`src/rtl/bp_fe_bp_two_level_cfg.sv`:
```
// Two-level local-history branch predictor: per-branch history table (BHT)
// selecting a saturating counter in a shared pattern history table (PHT).
//
// state   | meaning
// --------+------------------------------------------------------------
// e_reset | held in reset; first cycle after release also clears entry 0
// e_clear | sweeping tables to init values, one entry per cycle
// e_ready | tables valid; predictions and updates accepted
module bp_fe_bp_two_level_cfg #(
    parameter int bht_idx_width_p   = 6,
    parameter int bp_n_hist         = 6,
    parameter int bp_cnt_sat_bits_p = 2
) (
    input  logic                       clk_i,
    input  logic                       reset_i,
    input  logic                       w_v_i,
    input  logic [bht_idx_width_p-1:0] idx_w_i,
    input  logic                       taken_i,
    input  logic                       r_v_i,
    input  logic [bht_idx_width_p-1:0] idx_r_i,
    output logic                       predict_v_o,
    output logic                       predict_o,
    output logic                       ready_o
);

    localparam int els_lp       = 2 ** bht_idx_width_p;
    localparam int pht_els_lp   = 2 ** bp_n_hist;
    localparam int sweep_els_lp = (els_lp > pht_els_lp) ? els_lp : pht_els_lp;
    localparam int sweep_w_lp   = $clog2(sweep_els_lp);

    localparam logic [sweep_w_lp-1:0]        sweep_last_lp = sweep_w_lp'(sweep_els_lp - 1);
    localparam logic [bp_cnt_sat_bits_p-1:0] cnt_init_lp   = bp_cnt_sat_bits_p'((2 ** (bp_cnt_sat_bits_p - 1)) - 1);
    localparam logic [bp_cnt_sat_bits_p-1:0] cnt_max_lp    = '1;

    typedef enum logic [1:0] {
        e_reset = 2'd0,
        e_clear = 2'd1,
        e_ready = 2'd2
    } state_e;

    state_e                  state_r, state_n;
    logic [sweep_w_lp-1:0]   sweep_cnt_r, sweep_cnt_n;
    logic                    clear_v;

    always_ff @(posedge clk_i) begin
        if (reset_i) begin
            state_r     <= e_reset;
            sweep_cnt_r <= '0;
        end else begin
            state_r     <= state_n;
            sweep_cnt_r <= sweep_cnt_n;
        end
    end

    // e_reset is only visible with reset_i low for one cycle, which is
    // treated as the first sweep cycle so the sweep takes exactly N cycles.
    always_comb begin
        state_n     = state_r;
        sweep_cnt_n = sweep_cnt_r;
        clear_v     = 1'b0;
        ready_o     = 1'b0;
        case (state_r)
            e_reset, e_clear: begin
                clear_v = 1'b1;
                if (sweep_cnt_r == sweep_last_lp) begin
                    state_n     = e_ready;
                    sweep_cnt_n = '0;
                end else begin
                    state_n     = e_clear;
                    sweep_cnt_n = sweep_cnt_r + sweep_w_lp'(1);
                end
            end
            e_ready: ready_o = 1'b1;
            default: state_n = e_reset;
        endcase
    end

    logic                       bht_clr_v, pht_clr_v;
    logic [bht_idx_width_p-1:0] bht_clr_idx;
    logic [bp_n_hist-1:0]       pht_clr_idx;

    assign bht_clr_idx = sweep_cnt_r[bht_idx_width_p-1:0];
    assign pht_clr_idx = sweep_cnt_r[bp_n_hist-1:0];

    // The smaller table only takes the low part of the sweep.
    if (els_lp == sweep_els_lp) begin : g_bht_full
        assign bht_clr_v = clear_v;
    end else begin : g_bht_part
        assign bht_clr_v = clear_v & ~(|sweep_cnt_r[sweep_w_lp-1:bht_idx_width_p]);
    end

    if (pht_els_lp == sweep_els_lp) begin : g_pht_full
        assign pht_clr_v = clear_v;
    end else begin : g_pht_part
        assign pht_clr_v = clear_v & ~(|sweep_cnt_r[sweep_w_lp-1:bp_n_hist]);
    end

    logic [bp_n_hist-1:0]         bht_r [els_lp];
    logic [bp_cnt_sat_bits_p-1:0] pht_r [pht_els_lp];

    logic                         w_acc, r_acc;
    logic [bp_n_hist-1:0]         hist_w, hist_w_n;
    logic [bp_cnt_sat_bits_p-1:0] cnt_w, cnt_w_n;

    assign w_acc    = w_v_i & ready_o;
    assign r_acc    = r_v_i & ready_o;
    assign hist_w   = bht_r[idx_w_i];
    assign cnt_w    = pht_r[hist_w];
    assign hist_w_n = bp_n_hist'({hist_w, taken_i});

    always_comb begin
        cnt_w_n = cnt_w;
        if (taken_i && (cnt_w != cnt_max_lp))
            cnt_w_n = cnt_w + bp_cnt_sat_bits_p'(1);
        else if (!taken_i && (cnt_w != '0))
            cnt_w_n = cnt_w - bp_cnt_sat_bits_p'(1);
    end

    always_ff @(posedge clk_i) begin
        if (bht_clr_v)
            bht_r[bht_clr_idx] <= '0;
        else if (w_acc)
            bht_r[idx_w_i] <= hist_w_n;

        if (pht_clr_v)
            pht_r[pht_clr_idx] <= cnt_init_lp;
        else if (w_acc)
            pht_r[hist_w] <= cnt_w_n;
    end

    always_ff @(posedge clk_i) begin
        if (reset_i) begin
            predict_v_o <= 1'b0;
            predict_o   <= 1'b0;
        end else begin
            predict_v_o <= r_acc;
            if (r_acc)
                predict_o <= pht_r[bht_r[idx_r_i]][bp_cnt_sat_bits_p-1];
        end
    end

endmodule

```
`config.mk`:
```
export PLATFORM = sky130hd
export DESIGN_NAME = bp_fe_bp_two_level_cfg
export DESIGN_NICKNAME = d
export VERILOG_FILES = /design/src/rtl/bp_fe_bp_two_level_cfg.sv
export SDC_FILE = /design/constraint.sdc
export NUM_CORES = 1
export LEC_CHECK = 0
export CAP_MARGIN = 20
export CORE_UTILIZATION = 40
export DETAILED_ROUTE_END_ITERATION = 10
export MAX_ROUTING_LAYER = met4
export SYNTH_ARGS = -nofsm -noshare
export SYNTH_HDL_FRONTEND = slang
export SYNTH_SLANG_ARGS = --single-unit
```
`constraint.sdc`:
```
create_clock -name clk_i -period 9.6 [get_ports clk_i]
set_clock_uncertainty 0.15 [all_clocks]
set_input_delay 2.4 -clock clk_i [delete_from_list [all_inputs] [get_ports clk_i]]
set_output_delay 2.4 -clock clk_i [all_outputs]
set_load 0.005 [all_outputs]
```
# Yosys cells after proc, flatten, opt, wreduce, memory -nomap -nowiden
# Memory sizes are Yosys's and may differ from the RTL's. A register that Yosys moved wholly into a read port is not among the register bits.
# Index checks and enable logic that the tools add are counted.
# word_totals
register_bits	9
output_inout_bits	3
wordCells	40
ramBits	512
mem_count	2
inputBits	17
# classes
eq_ne	4
mux	18
n_reduce_logical	8
bitwise	2
n_addsub	3
# mem_list
name	depth	word_bits	read_ports	rd_ports_with_merged_regs	write_ports	line	rtl
bht_r	64	6	2	0	1	98	logic [bp_n_hist-1:0] bht_r [els_lp];
pht_r	64	2	2	1	1	99	logic [bp_cnt_sat_bits_p-1:0] pht_r [pht_els_lp];
# op_table
operator	n
6-bit two-way mux	4
1-bit two-way mux	9
2-bit two-way mux	4
6-bit by 1-bit adder with 6-bit output (second input constant)	1
6-bit == test (second input constant)	1
6-bit OR reduction	1
2-bit case mux with 2 select lines	1
2-bit OR reduction	2
2-bit by 1-bit adder with 2-bit output (second input constant)	1
1-bit AND	2
2-bit by 1-bit == test with 1-bit output (second input constant)	1
2-bit == test (second input constant)	1
1-bit logical AND	2
2-bit logical NOT	1
2-bit != test (second input constant)	1
2-bit nonzero test	1
2-bit by 1-bit subtractor with 2-bit output (second input constant)	1
1-bit logical NOT	1

# Depth between registers and ports, before layout
# Gate-level depths: netlist of run 1.
# logic_depth
depth_word	8
mapped_depth	23
depth_no_buf	18

# Worst setup path after synthesis of run 1
# No wires, ideal clock.
# synth_path
path_kind	input to register
startpoint	in idx_w_i[1]
endpoint	mem pht_r[0][1] (data pin)
setup_time_ns	0.768
arrival_time_ns	8.558
setup_slack_ns	0.124
stages	21
required_time_ns	8.682
n_path_buf	4
path_cell_list	buf_6 buf_6 buf_2 buf_2 mux4_2 a22oi_1 a21oi_1 o21a_1 a21oi_4 nand2_1 a2111oi_1 o2111ai_1 o2111ai_1 nor4_1 a211oi_2 inv_1 ha_1 nor2b_1 o211ai_1 o311ai_1 a311oi_1
# synth_between
elab_chain_len	7
word_cells_on_any_way	11
cone_classes	2 x add/sub; 1 x eq/ne; 3 x mux; 3 x reduce/logical; 2 x memory
# synth_lines
item	line	rtl
start, declared	17	input logic [bht_idx_width_p-1:0] idx_w_i,
memory 64 x 6 bit (*)	-	
memory 64 x 2 bit (*)	-	
branches (longest 3 deep; another with 2-bit by 1-bit subtractor with 2-bit output)	-	
2-bit two-way mux (*)	113	if (taken_i && (cnt_w != cnt_max_lp))
2-bit two-way mux (no line) (*)	-	
end, declared	99	
# Every way passes the cells marked *.

# Worst setup path in the final report of run 1
# layout_path
startpoint	in idx_w_i[4]
endpoint	mem pht_r[53][0] (data pin)
# The elaborated chain is that of the path after synthesis.

==> flow_summary.json, run 1 <==
{
  "rr_endpoint": "pht_r[53][0]",
  "slowest_delay_ns": 0.90,
  "hold_depth": 2,
  "grt_first_pass_wirelength_um": 109000,
  "hold_path_class": "flip-flop to flip-flop",
  "vias": 15800,
  "overflow": 0,
  "drt-total-wl_um": 74500,
  "period_needed_ns": 8.35,
  "drc_errors": 0,
  "top_layer_used": "met4",
  "ys_top_cells_by_area": "edfxtp_1, mux4_2, mux2i_1",
  "cp_data_arrival_time_ns": 8.64,
  "syn_avg_cell_area_um2": 16.0,
  "ys_async_sr_fraction_pct": 0,
  "grt_start_max_net_pins": 66,
  "die-area_um2": 65000,
  "yosys_register_bits": 522,
  "syn_area_um2": 25600,
  "die_w_um": 255,
  "maxCapViolations": 0,
  "end_kind": "flip-flop",
  "clock_latency_ns": 0.64,
  "htree_num_levels": 2,
  "tightest_slew_ns": 1.06,
  "cp.required_ns": 9.89,
  "fin_cells": 2520,
  "antenna_found_initial": 1,
  "wl_met2_um": 34800,
  "yosysWarnings": 0,
  "drtIter0Drc": 2082,
  "leakage_nw": 8.79,
  "ys_types": 78,
  "layout.nets": 1648,
  "holdCritStartpoint": "predict_o",
  "yosys_most_used_dff": "edfxtp_1",
  "relSlewSlack_pct": 28.9,
  "cts_buffers": 55,
  "root_buffer": "clkbuf_16",
  "r2r_setup_slack_ns": 3.64,
  "cts_max_path_buffers": 3,
  "total_power_w": 0.00518,
  "grt_pass1_vias": 15700,
  "outcome": "finished clean",
  "crit_type": "primary input to flip-flop",
  "finalSetupViolCount": 0,
  "cts-resized-gates": 0,
  "r2r-start": "bht_r[55][4]",
  "synthCells": 1602,
  "row_count": 92,
  "start_kind": "primary input",
  "drive_gt1_share_pct": 21.8,
  "r2r.worst_path.cells": 17,
  "pre_cts_slack_ns": 0.737,
  "crit_end": "pht_r[53][0]",
  "wl_met3_um": 6180,
  "power_density_nw_per_um2": 182,
  "ant_nets": 0,
  "rsz0062_at_grt": "no",
  "area_delta_synth_final_pct": 11.3,
  "slew_violations": 0,
  "coreArea_um2": 63200,
  "gp_congestion": 0.955,
  "synth_edf_count": 512,
  "dp.cells": 2416,
  "finalCritPeriodShare_pct": 87.0,
  "crit_chain": "clkdlybuf4s50_1 -> inv_1 -> nand2_1 -> a211oi_1 -> o31a_1 -> and3_1 -> nor2_2 -> buf_4 -> mux4_2 -> nand3b_1 -> o2111ai_1 -> nor4_1 -> a211oi_2 -> ha_1 -> inv_1 -> nor2_1 -> o21a_1 -> mux2i_4 -> buf_4",
  "yosysTopAreaCellShare_pct": 60.1,
  "setup_tns_ns": 0,
  "place_hpwl_um": 51000,
  "start_util_pct": 40.5,
  "cts_tree": "yes",
  "portBuffers": 19,
  "wl_met1_um": 31500,
  "crit_start": "idx_w_i[4]",
  "track_usage_pct": 24.0,
  "max_freq_ghz": 0.120,
  "post-cts-setup-buffers": 0,
  "synth_top_area_cell": "edfxtp_1",
  "cts_hold_buffers": 0,
  "syn_nets": 1622,
  "finalHoldViolCount": 0,
  "clock-sinks": 522,
  "drt-pass1-iter-count": 5,
  "post_drt_wl_per_cell_um": 29.6,
  "path_clk_slew_ns": 0.06,
  "ir_drop_mv": 0.133,
  "ys_seq_area_share_pct": 60.8,
  "crit_slowest_cell": "clkdlybuf4s50_1",
  "via_per_inst": 6.27,
  "io_pins": 20,
  "critPathMaxFanout": 37,
  "die_h_um": 255,
  "worst_slack_ns": 1.25
}
[Yosys cell counts (6+ instances only)]
cell / n
mux4_2: 174
o21ai_0: 20
and2_1: 12
nand2_1: 105
nand3_1: 47
mux2i_1: 168
a21oi_1: 28
nor2b_1: 22
dfxtp_1: 10
mux2_2: 13
mux4_1: 6
a211oi_1: 11
buf_6: 24
a21boi_0: 16
buf_2: 38
inv_1: 10
nand4_1: 10
a22oi_1: 46
a2111oi_0: 13
nor3_1: 7
clkbuf_1: 21
edfxtp_1: 512
nor2_1: 164
buf_4: 8
and3_1: 6
a31oi_1: 7
[cells in the final DEF (no fill, tap or decap), types with 13 or more instances in the layout]
cell type | synthesis | layout
a22oi_1 | 46 | 46
nor2_1 | 164 | 158
buf_4 | 8 | 50
nand2_1 | 105 | 105
mux4_2 | 174 | 174
o21ai_0 | 20 | 18
clkbuf_16 | 0 | 56
a21boi_0 | 16 | 16
clkdlybuf4s50_1 | 0 | 13
edfxtp_1 | 512 | 512
mux2i_1 | 168 | 167
mux2_2 | 13 | 13
a21oi_1 | 28 | 28
nand3_1 | 47 | 47
a2111oi_0 | 13 | 13
nor2b_1 | 22 | 21
[final cells by class]
| type | instances | area [um^2] |
|---|---|---|
| fillers | 5474 | 34700 |
| flip-flops and latches | 522 | 15600 |
| clock buffers | 66 | 1440 |
| well taps | 846 | 1060 |
| diodes | 1 | 2.50 |
| repair buffers | 68 | 573 |
| multi-input cells | 968 | 9370 |
| inverters | 13 | 48.8 |
| clock inverters | 36 | 418 |
[registers in the layout (all words and copies together), names as in the netlist]
signal / count
predict_v_o: 1
bht_clr_idx: 6
bht_r: 384
pht_r: 128
predict_o: 1
state_r: 2
[report_power, final]
part           switching [W]  leakage, nW  internal (W)
Clock               0.000927        0.900       0.00127
Sequential        0.00000766         4.34       0.00248
Combinational       0.000313         3.54      0.000187
Total                0.00125         8.79       0.00393
[critical path, delay by kind of cell]
family | cells | cell delay (ns)
fa+ha+maj | 1 | 0.25
buf+inv | 5 | 2.04
mux | 2 | 1.36
simple gates | 6 | 1.69
compound gates | 5 | 0.90
[worst min path at each step]
stage	slack [ns]	endpoint
2_1_floorplan	0.34	predict_o
6_report	0.38	predict_o
3_3_place_gp	0.36	predict_o
4_1_cts	0.38	predict_o
5_1_grt	0.39	predict_o
3_5_place_dp	0.36	predict_o
[cells by family after synthesis]
logic type | share of synthesized area (%)
multiplexers | 23.2
flip-flops | 60.8
AO/OA/AOI/OAI | 5.57
AND/OR/NAND/NOR | 7.33
buffers and inverters | 2.85
adder cells (fa/ha/maj) | 0.147
XOR/XNOR | 0.0684
[per-layer routing]
layer  vias up  track usage, %
met5         -               -
met4         0            6.45
met1      8268            33.4
met3       138            3.81
met2       816            36.6
li1       6573               -
[through the flow]
| stage | utilization, % | hold slack (ns) | area, um^2 |
|---|---|---|---|
| 6_report | 45.1 | 0.378 | 28500 |
| 3_3_place_gp | 42.1 | 0.358 | 26600 |
| 5_1_grt | 45.1 | 0.392 | 28500 |
| 3_5_place_dp | 42.1 | 0.362 | 26600 |
| 2_1_floorplan | - | 0.341 | 25600 |
| 4_1_cts | 45.0 | 0.376 | 28500 |
Note: power is estimated with default switching activity, not from simulation.
==> run 2: changes to the inputs <==
--- a/config.mk
+++ b/config.mk
@@ -9,6 +9,7 @@
 export CORE_UTILIZATION = 40
 export DETAILED_ROUTE_END_ITERATION = 10
 export MAX_ROUTING_LAYER = met4
+export SLEW_MARGIN = 15
 export SYNTH_ARGS = -nofsm -noshare
 export SYNTH_HDL_FRONTEND = slang
 export SYNTH_SLANG_ARGS = --single-unit
==> run 2 against run 1 <==
Combinational power about the same. Critical path depth did not move. Cell count about the same. Utilization about the same. Cell area hardly changed. Non-clock buffer count did not move. Critical path type unchanged. Setup slack lost 0.053 ns. Clock power is essentially flat. Via count barely moved. Sequential share of layout area hardly changed. Largest power group unchanged. Routed wire length about the same.
==> flow_summary.json, run 2 (synthesized netlist as in run 1, its figures left out) <==
{
  "path_clk_slew_ns": 0.07,
  "crit_slowest_cell": "mux2i_4",
  "cts_hold_buffers": 0,
  "max_freq_ghz": 0.119,
  "cts-resized-gates": 0,
  "cp.required_ns": 9.88,
  "root_buffer": "clkbuf_16",
  "power_density_nw_per_um2": 182,
  "tightest_slew_ns": 1.12,
  "hold_path_class": "flip-flop to flip-flop",
  "setup_tns_ns": 0,
  "gp_congestion": 0.955,
  "rsz0062_at_grt": "no",
  "die_h_um": 255,
  "portBuffers": 19,
  "cp_data_arrival_time_ns": 8.69,
  "cts_buffers": 55,
  "power.switching_w": 0.00125,
  "drtIter0Drc": 1938,
  "antenna_found_initial": 1,
  "maxCapViolations": 0,
  "end_kind": "flip-flop",
  "leakage_nw": 8.79,
  "start_util_pct": 40.5,
  "clock-sinks": 522,
  "place_hpwl_um": 51000,
  "post-cts-setup-buffers": 0,
  "critPathMaxFanout": 37,
  "layout_commonest_cell": "edfxtp_1",
  "outcome": "finished clean",
  "post_drt_wl_per_cell_um": 29.6,
  "slew_violations": 0,
  "crit_type": "primary input to flip-flop",
  "grt_first_pass_wirelength_um": 109000,
  "cts_tree": "yes",
  "p_sw_share_pct": 24.2,
  "period_needed_ns": 8.40,
  "track_usage_pct": 24.0,
  "via_per_inst": 6.27,
  "grt_pass1_vias": 15700,
  "ant_nets": 0,
  "drc_errors": 0,
  "r2r_setup_slack_ns": 3.63,
  "crit_chain": "clkdlybuf4s50_1 -> and2_1 -> a22oi_1 -> nand2_1 -> o31a_1 -> and3_1 -> nor2_2 -> buf_4 -> mux4_2 -> nand3b_1 -> o2111ai_1 -> nor4_1 -> a211oi_2 -> ha_1 -> inv_1 -> nor2_1 -> o21a_1 -> mux2i_4 -> buf_4",
  "coreArea_um2": 63200,
  "final_cell_mix": "edfxtp_1, mux4_2, mux2i_1",
  "relSlewSlack_pct": 25.2,
  "slowest_delay_ns": 0.81,
  "overflow": 0,
  "finalSetupViolCount": 0,
  "pwr-share-seq_pct": 47.9,
  "finalCritPeriodShare_pct": 87.5,
  "start_kind": "primary input",
  "area_delta_synth_final_pct": 11.3,
  "crit_top_cell": "buf_4",
  "ir_drop_mv": 0.134,
  "drive_gt1_share_pct": 21.8,
  "vias": 15800,
  "drt-total-wl_um": 74500,
  "p_int_w": 0.00393,
  "layout.nets": 1648,
  "finalHoldViolCount": 0,
  "grt_start_max_net_pins": 66,
  "power.share.clock_pct": 42.4,
  "cts_max_path_buffers": 3,
  "total_power_w": 0.00519,
  "comb_power_share_pct": 9.6,
  "io_pins": 20,
  "largest-register": "bht_r",
  "clock_latency_ns": 0.64,
  "pre_cts_slack_ns": 0.737,
  "worst_slack_ns": 1.20,
  "drt-pass1-iter-count": 8,
  "die_w_um": 255,
  "row_count": 92,
  "htree_num_levels": 2,
  "die-area_um2": 65000,
  "largest_reg_flops": 384
}
## run 2: cell count changes in the layout (fill, tap and decap cells not counted)
cell     change
diode_2      +1
## run 2: metal layers
metal  track usage [%]  vias up  part of all wire, %
met3              3.81      141                  8.3
met1              33.4     8269                   42
met5                 -        -                    0
met4              6.45        0                  2.7
li1                  -     6573                    -
met2              36.6      817                   47
## run 2: worst paths after layout
check	startpoint	endpoint	cells after the start
worst max-delay path	idx_w_i[4]	pht_r[53][0]	19
worst min-delay path	predict_o	predict_o	2
worst max register to register	bht_r[55][4]	pht_r[53][0]	17
worst min register to register	predict_o	predict_o	2
## run 2: area by class of cell
class | instances | area [um^2]
Sequential cell | 522 | 15600
Clock buffer | 66 | 1440
Timing Repair Buffer | 68 | 573
Tap cell | 846 | 1060
Clock inverter | 36 | 418
Multi-Input combinational cell | 968 | 9370
Fill cell | 5474 | 34700
Antenna cell | 2 | 5.00
Inverter | 13 | 48.8
## run 2: critical path: cells and delay by family
kind	cells	cell delay [ns]
AOI/OAI and AO/OA	5	1.02
adders and majority gates	1	0.25
buffers and inverters	4	1.60
muxes	2	1.36
and+or+nand+nor	7	2.06
## run 2: power groups by stage
stage                     Combinational (W)  Sequential, W  Clock [W]
final                              0.000500        0.00249    0.00220
after global placement             0.000485        0.00253          0
after detailed placement           0.000492        0.00253          0
after global routing               0.000525        0.00249    0.00231
after CTS                          0.000495        0.00249    0.00222
after floorplan                    0.000345        0.00253          0
## run 2: through the flow
stage          hold WS, ns  instance area, um^2  std cells  util, %
2_1_floorplan        0.341                25600       1602        -
5_1_grt              0.392                28500       2520     45.1
3_3_place_gp         0.358                26600       2416     42.1
4_1_cts              0.376                28500       2518     45.0
6_report             0.374                28500       2521     45.1
3_5_place_dp         0.362                26600       2416     42.1
